<file path="config.mk">
export PLATFORM = sky130hd
export DESIGN_NAME = hex_stack_engine_flat
export DESIGN_NICKNAME = d
export VERILOG_FILES = /design/src/rtl/hex_stack_if.sv /design/src/rtl/hex_stack_engine.sv /design/src/flat_wrapper.sv
export SDC_FILE = /design/constraint.sdc
export NUM_CORES = 1
export LEC_CHECK = 0
export ABC_AREA = 1
export ABC_CLOCK_PERIOD_IN_PS = 5400
export CAP_MARGIN = 20
export CELL_PAD_IN_SITES_DETAIL_PLACEMENT = 1
export CELL_PAD_IN_SITES_GLOBAL_PLACEMENT = 2
export CORE_ASPECT_RATIO = 0.8
export CORE_MARGIN = 3
export CORE_UTILIZATION = 33
export DETAILED_ROUTE_END_ITERATION = 6
export PLACE_DENSITY = 0.9
export REMOVE_ABC_BUFFERS = 1
export SETUP_SLACK_MARGIN = 0.02
export SYNTH_ARGS = -nofsm -noshare
export SYNTH_HDL_FRONTEND = slang
export SYNTH_SLANG_ARGS = --single-unit
</file>
<file path="constraint.sdc">
create_clock -name clk -period 5.4 [get_ports clk]
set_input_delay 1.08 -clock clk [delete_from_list [all_inputs] [get_ports clk]]
set_output_delay 1.08 -clock clk [all_outputs]
set_load 0.1 [all_outputs]
</file>
<file path="src/rtl/hex_stack_if.sv">
// Command port of the hex stack engine: valid/ready handshake carrying an opcode and a PUSH operand.
interface hex_stack_if #(
  parameter int W = 4
);
  logic         op_valid;
  logic         op_ready;
  logic [2:0]   op_code;
  logic [W-1:0] op_data;

  modport master (output op_valid, output op_code, output op_data, input op_ready);
  modport slave  (input op_valid, input op_code, input op_data, output op_ready);
endinterface

</file>
<file path="src/rtl/hex_stack_engine.sv">
// Hex operand stack behind a valid/ready command port; the stack is copied onto the
// numbers display bus only on a v_sync falling edge so each frame shows a consistent stack.
module hex_stack_engine #(
  parameter int DEPTH = 15,
  parameter int W     = 4
) (
  input  logic               clk,
  input  logic               rst,
  hex_stack_if.slave         cmd,
  input  logic               vga_v_sync_i,
  output logic [DEPTH*W-1:0] numbers_o,
  output logic [3:0]         count_o,
  output logic [1:0]         err_o
);

  typedef enum logic {IDLE, EXEC} state_t;

  localparam logic [2:0] OP_PUSH  = 3'd0;
  localparam logic [2:0] OP_POP   = 3'd1;
  localparam logic [2:0] OP_ADD   = 3'd2;
  localparam logic [2:0] OP_SUB   = 3'd3;
  localparam logic [2:0] OP_MUL   = 3'd4;
  localparam logic [2:0] OP_DUP   = 3'd5;
  localparam logic [2:0] OP_SWAP  = 3'd6;
  localparam logic [2:0] OP_CLEAR = 3'd7;

  localparam logic [3:0] FULL      = 4'(DEPTH);
  localparam logic [1:0] ERR_OK    = 2'b00;
  localparam logic [1:0] ERR_OVER  = 2'b01;
  localparam logic [1:0] ERR_UNDER = 2'b10;

  state_t             state_q, state_d;
  logic [2:0]         op_q;
  logic [W-1:0]       data_q;
  logic [W-1:0]       stack_q [DEPTH];
  logic [W-1:0]       stack_d [DEPTH];
  logic [W-1:0]       shift_dn [DEPTH];
  logic [W-1:0]       shift_up [DEPTH];
  logic [3:0]         count_q, count_d;
  logic [1:0]         err_q, err_d;
  logic               vsync_q;
  logic [DEPTH*W-1:0] numbers_q;
  logic [DEPTH*W-1:0] stack_flat;
  logic               accept;
  logic [W-1:0]       arith_res;
  logic [2*W-1:0]     prod;

  // shift_dn makes room at the top (push/dup), shift_up closes the gap left by a pop/reduction
  genvar gi;
  generate
    for (gi = 0; gi < DEPTH; gi++) begin : g_stack
      if (gi == 0) begin : g_top
        assign shift_dn[gi] = '0;
      end else begin : g_lower
        assign shift_dn[gi] = stack_q[gi-1];
      end
      if (gi == DEPTH - 1) begin : g_bottom
        assign shift_up[gi] = '0;
      end else begin : g_upper
        assign shift_up[gi] = stack_q[gi+1];
      end
      assign stack_flat[gi*W +: W] = stack_q[gi];
    end
  endgenerate

  assign prod = {{W{1'b0}}, stack_q[1]} * {{W{1'b0}}, stack_q[0]};

  always_comb begin
    arith_res = prod[W-1:0];
    case (op_q)
      OP_ADD:  arith_res = stack_q[1] + stack_q[0];
      OP_SUB:  arith_res = stack_q[1] - stack_q[0];
      default: arith_res = prod[W-1:0];
    endcase
  end

  always_comb begin
    state_d      = state_q;
    cmd.op_ready = 1'b0;
    accept       = 1'b0;
    case (state_q)
      IDLE: begin
        cmd.op_ready = 1'b1;
        if (cmd.op_valid) begin
          accept  = 1'b1;
          state_d = EXEC;
        end
      end
      EXEC:    state_d = IDLE;
      default: state_d = IDLE;
    endcase
  end

  always_comb begin
    for (int i = 0; i < DEPTH; i++) stack_d[i] = stack_q[i];
    count_d = count_q;
    err_d   = err_q;
    if (state_q == EXEC) begin
      case (op_q)
        OP_PUSH, OP_DUP: begin
          if (count_q == FULL) begin
            err_d = ERR_OVER;
          end else if (op_q == OP_DUP && count_q == 4'd0) begin
            err_d = ERR_UNDER;
          end else begin
            for (int i = 0; i < DEPTH; i++) stack_d[i] = shift_dn[i];
            stack_d[0] = (op_q == OP_PUSH) ? data_q : stack_q[0];
            count_d    = count_q + 4'd1;
          end
        end
        OP_POP: begin
          if (count_q == 4'd0) begin
            err_d = ERR_UNDER;
          end else begin
            for (int i = 0; i < DEPTH; i++) stack_d[i] = shift_up[i];
            count_d = count_q - 4'd1;
          end
        end
        OP_ADD, OP_SUB, OP_MUL: begin
          if (count_q < 4'd2) begin
            err_d = ERR_UNDER;
          end else begin
            for (int i = 0; i < DEPTH; i++) stack_d[i] = shift_up[i];
            stack_d[0] = arith_res;
            count_d    = count_q - 4'd1;
          end
        end
        OP_SWAP: begin
          if (count_q < 4'd2) begin
            err_d = ERR_UNDER;
          end else begin
            stack_d[0] = stack_q[1];
            stack_d[1] = stack_q[0];
          end
        end
        default: begin
          for (int i = 0; i < DEPTH; i++) stack_d[i] = '0;
          count_d = 4'd0;
          err_d   = ERR_OK;
        end
      endcase
    end
  end

  // Snapshot uses stack_q, so a commit on the detection edge shows up one frame later
  always_ff @(posedge clk or posedge rst) begin
    if (rst) begin
      state_q   <= IDLE;
      op_q      <= '0;
      data_q    <= '0;
      count_q   <= '0;
      err_q     <= ERR_OK;
      vsync_q   <= 1'b1;
      numbers_q <= '0;
      for (int i = 0; i < DEPTH; i++) stack_q[i] <= '0;
    end else begin
      state_q <= state_d;
      if (accept) begin
        op_q   <= cmd.op_code;
        data_q <= cmd.op_data;
      end
      for (int i = 0; i < DEPTH; i++) stack_q[i] <= stack_d[i];
      count_q <= count_d;
      err_q   <= err_d;
      vsync_q <= vga_v_sync_i;
      if (vsync_q && !vga_v_sync_i) numbers_q <= stack_flat;
    end
  end

  assign numbers_o = numbers_q;
  assign count_o   = count_q;
  assign err_o     = err_q;

endmodule
</file>
<file path="src/flat_wrapper.sv">
// flat-port wrapper written by rule: the top's interface ports become plain ports
module hex_stack_engine_flat 
#(
  parameter int DEPTH = 15,
  parameter int W     = 4
)
  (clk, rst, vga_v_sync_i, numbers_o, count_o, err_o, cmd_op_valid, cmd_op_code, cmd_op_data, cmd_op_ready);
  hex_stack_if #(.W(W)) cmd_i ();
  input  logic clk;
  input  logic rst;
  input  logic vga_v_sync_i;
  output logic [DEPTH*W-1:0] numbers_o;
  output logic [3:0] count_o;
  output logic [1:0] err_o;
  input wire logic [$bits(cmd_i.op_valid)-1:0] cmd_op_valid;
  input wire logic [$bits(cmd_i.op_code)-1:0] cmd_op_code;
  input wire logic [$bits(cmd_i.op_data)-1:0] cmd_op_data;
  output wire logic [$bits(cmd_i.op_ready)-1:0] cmd_op_ready;
  assign cmd_i.op_valid = cmd_op_valid;
  assign cmd_i.op_code = cmd_op_code;
  assign cmd_i.op_data = cmd_op_data;
  assign cmd_op_ready = cmd_i.op_ready;
  hex_stack_engine #(.DEPTH(DEPTH), .W(W)) u_core (.clk(clk), .rst(rst), .cmd(cmd_i), .vga_v_sync_i(vga_v_sync_i), .numbers_o(numbers_o), .count_o(count_o), .err_o(err_o));
endmodule
</file>
Word level (Yosys, flattened, before mapping)
Cells that the tools add are included.

Multiply operators: 1. Mux-type cells: 23. Equal/unequal tests: 16. Magnitude comparators: 1. Add/sub/neg operators: 4. Bitwise operators: 2. Reductions and logical operators: 12.

Operator list (count): two-way mux 60 bit (4); one-hot mux 52 bit (4 select lines) (1); one-hot mux 8 bit (4 select lines) (1); two-way mux 4 bit (5); one-hot mux 4 bit (4 select lines) (1); AND reduction 6 bit (2); != test 2 bit (second input constant) (5); equality test 3 bit (second input constant) (3); two-way mux 2 bit (4); two-way mux 8 bit (1); one-hot mux 4 bit (2 select lines) (1); AND reduction 7 bit (1); equality test 3 x 2 -> 1 bit (second input constant) (2); != test 2 x 1 -> 1 bit (second input constant) (3); one-hot mux 2 bit (3 select lines) (1); adder 4 x 1 -> 4 bit (second input constant) (1); adder 4 bit (1); equality test 4 bit (second input constant) (1); zero test 4 bit (1); < comparator 4 x 2 -> 1 bit (second input constant) (1); multiplier 4 x 4 -> 4 bit (1); AND reduction 4 bit (1); OR reduction 4 bit (1); subtractor 4 x 1 -> 4 bit (second input constant) (1); other kinds (11) (15).

Bits of input ports: 11. Bits in registers: 135. Logic and storage cells: 81. Output and inout bits: 67.

Depth between registers and ports, before layout
Gate-level depths: netlist (run 1).

Depth in word-level cells: 5. Mapped depth: 17. Mapped depth without buffers: 17.

Worst setup path before layout (run 1)
No wires, ideal clock.

Path type: reg-to-reg. Start point: register u_core.count_q[1], in the netlist u_core.count_o[1]. End point: register u_core.stack_q, in the netlist u_core.shift_dn[23]. Arrival: 2.082 ns. Cell stages (with the launch flop): 9. Setup slack: 3.188 ns. Path buffers: 1. Period minus slack after synthesis: 2.212 ns. Required time: 5.270 ns. Setup time: 0.130 ns. Cells stage by stage: dfrtp_1 -> inv_1 -> nand3_1 -> nor2_1 -> nand2_1 -> nand3_2 -> nor2_4 -> clkbuf_1 -> o21ai_0.

Word-level cells in the longest chain between the ends: 4. Elaborated cells between the ends (all ways): 9. Classes of those cells: order compare: 1; eq/ne: 5; reduce/logical: 3.

RTL lines: start, declared (RTL line hex_stack_engine.sv:39) `logic [3:0] count_q, count_d;`; start signal, assigned (RTL line hex_stack_engine.sv:163) `count_q <= count_d;`; branches (longest 3 deep; another with < comparator 4 x 2 -> 1 bit); AND reduction 6 bit (no source line) *; end, declared (RTL line hex_stack_engine.sv:35) `logic [W-1:0] stack_q [DEPTH];`.

Every way passes the cells marked *. A chain may end at the register's enable or synchronous reset.

Worst setup path in the final report (run 1)
Start point: register u_core.state_q. End point: output cmd_op_ready.

Word-level cells in the longest chain between the ends: 1.

RTL lines: start, declared (RTL line hex_stack_engine.sv:32) `state_t state_q, state_d;`; start signal, assigned (RTL line hex_stack_engine.sv:157) `state_q <= state_d;`; two-way mux 1 bit (RTL line hex_stack_engine.sv:81) `case (state_q)`; end, declared (RTL line flat_wrapper.sv:18) `output wire logic [$bits(cmd_i.op_ready)-1:0] cmd_op_ready;`.

No other way between the ends.

==> metrics.cfg, run 1 <==
[sta]
fmax_ghz=0.3157
finalSetupViolCount=0
tightestPinTransition_ns=0.9878
worst_clock_skew_ns=0.005121
slew_violations=0
hold_viol_final=0
tns_ns=0
rsz0062_at_grt=no
fin_crit_ns=3.168
timing.slew.headroom=0.3394
finalCritPeriodShare=0.5866

[critical_path]
rr_startpoint=u_core.op_q[1]$_DFFE_PP0P_
crit_type=reg2out
crit_fanout=4
r2r_cells=8
cp.arrival_ns=2.09
worst_setup_path_end_kind=output port
reg2reg_to=u_core.shift_dn[43]$_DFFE_PP0P_
ff2ff_setup_slack_ns=2.29
crit_required_ns=4.32
cp-start-kind=flop

[floorplanning]
core_area_sq_um=17810
ios=78
die_height_microns=128.1
die_x_microns=158.6
initial_core_util=0.3453
die-area_sq_um=20320
num_rows=43

[hold_path]
min_from=u_core.numbers_o[55]$_DFFE_PP0P_
whs_path_depth=2
hold_class=reg2reg
hold_path_end=u_core.numbers_o[55]$_DFFE_PP0P_

[synth]
seq_area_frac_synth=0.5495
synth_area_per_cell_sq_um=8.589
yosysMostFrequentCell=nand2_1
synth_top_area_frac=0.5453
yosys_warnings=0
yosysUniqueCellTypes=31
synth_ff_type=dfrtp_1
synth_top_area_cell=dfrtp_1
synthArstFlopShare=1.000
ys_top_cells_by_area=dfrtp_1 55%, nand2_1 12%, o21ai_0 8.7%, inv_1 5.7%, o22ai_1 5.5%
ys_ff_latch=135
netlist_area_sq_um=6150
synth_commonest_cells=195 x nand2_1, 134 x dfrtp_1, 107 x o21ai_0, 94 x inv_1, 54 x o22ai_1
postSynthCellCount=716
synth_edf_count=0

[run_status]
status=completed

[detailed_routing]
dr.max_layer_used=met4
wl_per_cell_microns=15.94
drc=0
route.met2.wl_mm=7.725
postRouteAntennaNets=0
drtIter0Drc=256
wl_met3_microns=618
vias=5136
dr.pass1.iters=4
drt-vias-per-instance=4.938
drt-total-wl_mm=16.58
wl_met1_mm=8.018

[cells_and_area]
fillers=2093
nNetsFinal=804
fin_cells=1040
post-route-util=0.4297
final_cell_area_sq_um=7652
diodes=0
layout-drive-gt1-share=0.05801
area_growth_pct=24.44

[clock_network]
cts_buffer_depth=2
holdBufCountCts=0
cts_setup_buffers=0
numCtsBuffers=17
cts_root_buf=clkbuf_16
clk_pin_slew_worst_paths_ns=0.06
clk_latency_ns=0.42
tritoncts=yes
cts_resized=0
cts_sinks=135
htree_levels=4

[grt]
grt_max_degree=102
antenna_found_initial=0
grtUsageTotal=0.1718
overflow=0
grt_pass1_wl_mm=27.68
grt_pass1_vias=5499

[power_and_ir_drop]
switching_share=0.4121
cellLeakagePower_nw=3.425
p_clk_frac=0.313
ir_worst_vdd_mv=0.5174
power_switching_w=0.001455
p_seq_frac=0.342
p_int_w=0.002075
comb_power_share=0.346
power.density_nw_per_um2=461.3
finalPower_w=0.003530

[flow_run]
drv_cap=0

[place]
post_dp_cell_area_sq_um=7099
placed_cells=1008
dp_hpwl_mm=11.14
routabilityCongestion=0.8150
numPortBuffers=77

==> final cells by class <==
cell class	count	area, sq um	area share
Multi-Input combinational cell	448	2241	0.2928
Inverter	97	369.1	0.04823
Clock inverter	9	75.07	0.009810
Timing Repair Buffer	81	800.8	0.1046
Sequential cell	135	3379	0.4416
Clock buffer	23	478.0	0.06246
Tap cell	247	309.0	0.04039
==> logic make-up (layout without fill, tap and decap cells) <==
| kind of cell | after synthesis | after routing | synth area share |
|---|---|---|---|
| compound gates | 201 | 201 | 0.1803 |
| xor+xnor | 3 | 3 | 0.004273 |
| fa+ha+maj | 13 | 13 | 0.02889 |
| buf+inv | 133 | 210 | 0.08728 |
| flops | 135 | 135 | 0.5495 |
| simple gates | 231 | 231 | 0.1497 |
==> per-stage QoR <==
stage	hold slack (ns)	worst slack [ns]
floorplan	0.4492	0.7105
global placement	0.4668	2.526
detailed placement	0.4777	2.318
CTS	0.4932	2.202
global route	0.5205	2.051
finish	0.4868	2.232
==> worst max-delay path by stage <==
stage / slack [ns] / cells after the start / from / end
2_1_floorplan: 0.71 / 1 / rst / u_core.count_o[0]$_DFFE_PP0P_
3_3_place_gp: 2.53 / 9 / u_core.op_q[1]$_DFFE_PP0P_ / u_core.shift_up[7]$_DFFE_PP0P_
3_5_place_dp: 2.32 / 8 / u_core.op_q[1]$_DFFE_PP0P_ / u_core.shift_dn[43]$_DFFE_PP0P_
4_1_cts: 2.20 / 2 / u_core.state_q$_DFF_PP0_ / cmd_op_ready
5_1_grt: 2.05 / 9 / u_core.op_q[1]$_DFFE_PP0P_ / u_core.shift_up[4]$_DFFE_PP0P_
6_report: 2.23 / 2 / u_core.state_q$_DFF_PP0_ / cmd_op_ready
==> power by group through the flow <==
stage	Sequential, W	Clock (W)	Combinational [W]
2_1_floorplan	0.00158	0	0.000510
3_3_place_gp	0.00122	0	0.00117
3_5_place_dp	0.00123	0	0.00122
4_1_cts	0.00121	0.00112	0.00123
5_1_grt	0.00122	0.00117	0.00133
6_report	0.00121	0.00110	0.00122
==> registers in the layout, summed over array words and instances (netlist names) <==
signal,count
u_core.state_q,1
u_core.count_o,4
u_core.numbers_o,60
u_core.err_o,2
u_core.shift_up,4
u_core.op_q,3
u_core.data_q,4
u_core.vsync_q,1
u_core.shift_dn,56
==> layer usage <==
| layer | vias up | global-route usage |
|---|---|---|
| met5 | - | 0 |
| met4 | 0 | 0.05260 |
| met3 | 18 | 0.04219 |
| met2 | 92 | 0.2737 |
| met1 | 2556 | 0.2317 |
| li1 | 2470 | - |
==> critical path, cell delays in order, from the launching register on <==
cell and delay [ns]:
dfrtp_1 0.43, inv_1 0.10, clkdlybuf4s50_1 1.13
==> cell usage in the layout, fill, tap and decap left out, drive strengths merged, types with 3 or more instances in the layout <==
master | synthesis | final
inv | 97 | 97
ha | 11 | 11
o22ai | 54 | 54
a21oi | 4 | 4
clkbuf | 23 | 23
buf | 13 | 4
nor2 | 11 | 11
nand3 | 20 | 20
nand2 | 195 | 195
clkdlybuf4s50 | 0 | 77
dfrtp | 134 | 134
clkinv | 0 | 6
o21ai | 135 | 135
o211ai | 5 | 5
xor2 | 3 | 3
No activity file was read; power rests on OpenSTA's default activity.
==> inputs of run 2 (changes only) <==
--- a/config.mk
+++ b/config.mk
@@ -6,7 +6,7 @@
 export NUM_CORES = 1
 export LEC_CHECK = 0
 export ABC_AREA = 1
-export ABC_CLOCK_PERIOD_IN_PS = 5400
+export ABC_CLOCK_PERIOD_IN_PS = 3200
 export CAP_MARGIN = 20
 export CELL_PAD_IN_SITES_DETAIL_PLACEMENT = 1
 export CELL_PAD_IN_SITES_GLOBAL_PLACEMENT = 2
==> constraint.sdc (replaced) <==
create_clock -name clk -period 3.2 [get_ports clk]
set_input_delay 0.64 -clock clk [delete_from_list [all_inputs] [get_ports clk]]
set_output_delay 0.64 -clock clk [all_outputs]
set_load 0.1 [all_outputs]
==> metrics.cfg, run 2 (synthesized netlist as in run 1, its figures left out) <==
[critical_path]
cp_slowest_cell=dfrtp_1
cp_top_family=simple AND/OR/NAND/NOR gates
worst_setup_path_end_kind=flop
cp-start-kind=flop
cp.arrival_ns=2.74
crit_fanout=7
worstPathCellList=inv_1, ha_1, a31oi_1, xor2_1, ha_1, nand2_1, nand2_1, nor2_1, inv_1, nand2_1, nand3_1, nand3_1, nand2_1, nand2_1, nand2_1
crit_required_ns=3.50
cpMostUsedCell=nand2_1
crit_type=reg2reg
critPathMaxStageDelay_ns=0.47
cp_num_buf_inv=2

[detailed_routing]
dr.pass1.iters=4
wl_per_cell_microns=15.83
postRouteAntennaNets=0
drt-total-wl_mm=16.55
drt-vias-per-instance=4.939
drtIter0Drc=346
vias=5161
drc=0

[clock_network]
cts_resized=0
clk_latency_ns=0.42
clk_pin_slew_worst_paths_ns=0.06
cts_setup_buffers=0
cts_sinks=135
htree_levels=4
cts_root_buf=clkbuf_16
numCtsBuffers=17
holdBufCountCts=0
tritoncts=yes
cts_buffer_depth=2

[floorplanning]
die_x_microns=158.6
die-area_sq_um=20320
initial_core_util=0.3453
num_rows=43
ios=78
core_area_sq_um=17810
die_height_microns=128.1

[sta]
slew_violations=0
tightestPinTransition_ns=0.5579
worst_slack_ns=0.7621
fmax_ghz=0.4102
timing.slew.headroom=0.6281
rsz0062_at_grt=no
hold_viol_final=0
worst_clock_skew_ns=0.004841
finalCritPeriodShare=0.7618
finalSetupViolCount=0
fin_crit_ns=2.438

[place]
numPortBuffers=77
dp_hpwl_mm=11.47
dp_slack_ns=0.7838
routabilityCongestion=0.7847
post_dp_cell_area_sq_um=6994

[grt]
grt_max_degree=105
antenna_found_initial=0
overflow=0
grt_pass1_vias=5444
grtUsageTotal=0.1715
grt_pass1_wl_mm=27.63

[cells_and_area]
mostFrequentLayoutCell=nand2_1
nNetsFinal=809
final_cell_mix=194 x nand2_1, 134 x dfrtp_1, 107 x o21ai_0
layout-drive-gt1-share=0.1479
final_cell_area_sq_um=7581
area_growth_pct=23.28
largest_register_ffs=60
diodes=0
post-route-util=0.4257

[flow_run]
drv_cap=0

[power_and_ir_drop]
power.density_nw_per_um2=792.4
comb_power_share=0.337
p_clk_frac=0.324
p_int_w=0.003590
finalPower_w=0.006007
p_seq_frac=0.339
power_switching_w=0.002418
ir_worst_vdd_mv=0.7092
cellLeakagePower_nw=3.601
switching_share=0.4025

[hold_path]
hold_class=reg2reg

[run_status]
status=completed

-- run 2: changes by cell type in the layout (fill, tap and decap cells not counted), sizes merged --
cell / previous run / this run
buf: 4 / 76
bufinv: 1 / 2
clkbuf: 23 / 24
clkdlybuf4s50: 77 / 10
clkinv: 6 / 4
-- run 2: path summary, 6_finish.rpt --
path,endpoint,slack (ns),from,depth (start not counted)
setup / recovery,u_core.shift_dn[55]$_DFFE_PP0P_,0.76,u_core.shift_dn[52]$_DFFE_PP0P_,15
hold / removal,u_core.data_q[3]$_DFFE_PP0P_,0.49,u_core.data_q[3]$_DFFE_PP0P_,2
hold reg to reg,u_core.data_q[3]$_DFFE_PP0P_,0.49,u_core.data_q[3]$_DFFE_PP0P_,2
min in group asynchronous,u_core.count_o[1]$_DFFE_PP0P_,0.66,rst,2
setup reg to reg,u_core.shift_dn[55]$_DFFE_PP0P_,0.76,u_core.shift_dn[52]$_DFFE_PP0P_,15
max in group asynchronous,u_core.numbers_o[32]$_DFFE_PP0P_,1.84,rst,3
-- run 2: metrics by stage --
step | TNS [ns] | hold slack (ns) | std cells
floorplan | -140.70 | 0.4492 | 680
global placement | 0 | 0.4681 | 1013
detailed placement | 0 | 0.4754 | 1013
CTS | 0 | 0.4902 | 1045
global route | 0 | 0.5078 | 1045
finish | 0 | 0.4872 | 1045
-- run 2: power groups by stage --
stage          combinational (W)  sequential (W)  clock, W
4_1_cts                  0.00204         0.00204   0.00199
3_3_place_gp             0.00196         0.00206         0
6_report                 0.00202         0.00204   0.00195
3_5_place_dp             0.00203         0.00207         0
5_1_grt                  0.00222         0.00207   0.00208
2_1_floorplan           0.000861         0.00266         0
-- run 2: worst reg2reg max path: cells and delay by family, from the launching register on --
kind / cells / cell delay (ns)
and+or+nand+nor: 9 / 0.67
xor gates and xnor gates: 1 / 0.18
DFF: 1 / 0.47
AOI/OAI and AO/OA: 1 / 0.25
buffers and inverters: 2 / 0.23
adders and majority gates: 2 / 0.53
-- run 2: area by class of cell --
class                           count  area (sq um)
Fill cell                        2124         10230
Sequential cell                   135          3379
Tap cell                          247         309.0
Multi-Input combinational cell    448          2241
Timing Repair Buffer               86         695.7
Clock inverter                      8         95.09
Inverter                           97         369.1
Clock buffer                       24         491.7
-- run 2: layer usage --
metal | part of all wire | wire, microns | vias up | global-route usage
li1 | - | - | 2488 | -
met1 | 0.48 | 7904 | 2572 | 0.2397
met2 | 0.47 | 7856 | 87 | 0.2710
met3 | 0.038 | 627 | 14 | 0.03307
met4 | 0.0095 | 158 | 0 | 0.05109
met5 | 0 | 0 | - | 0
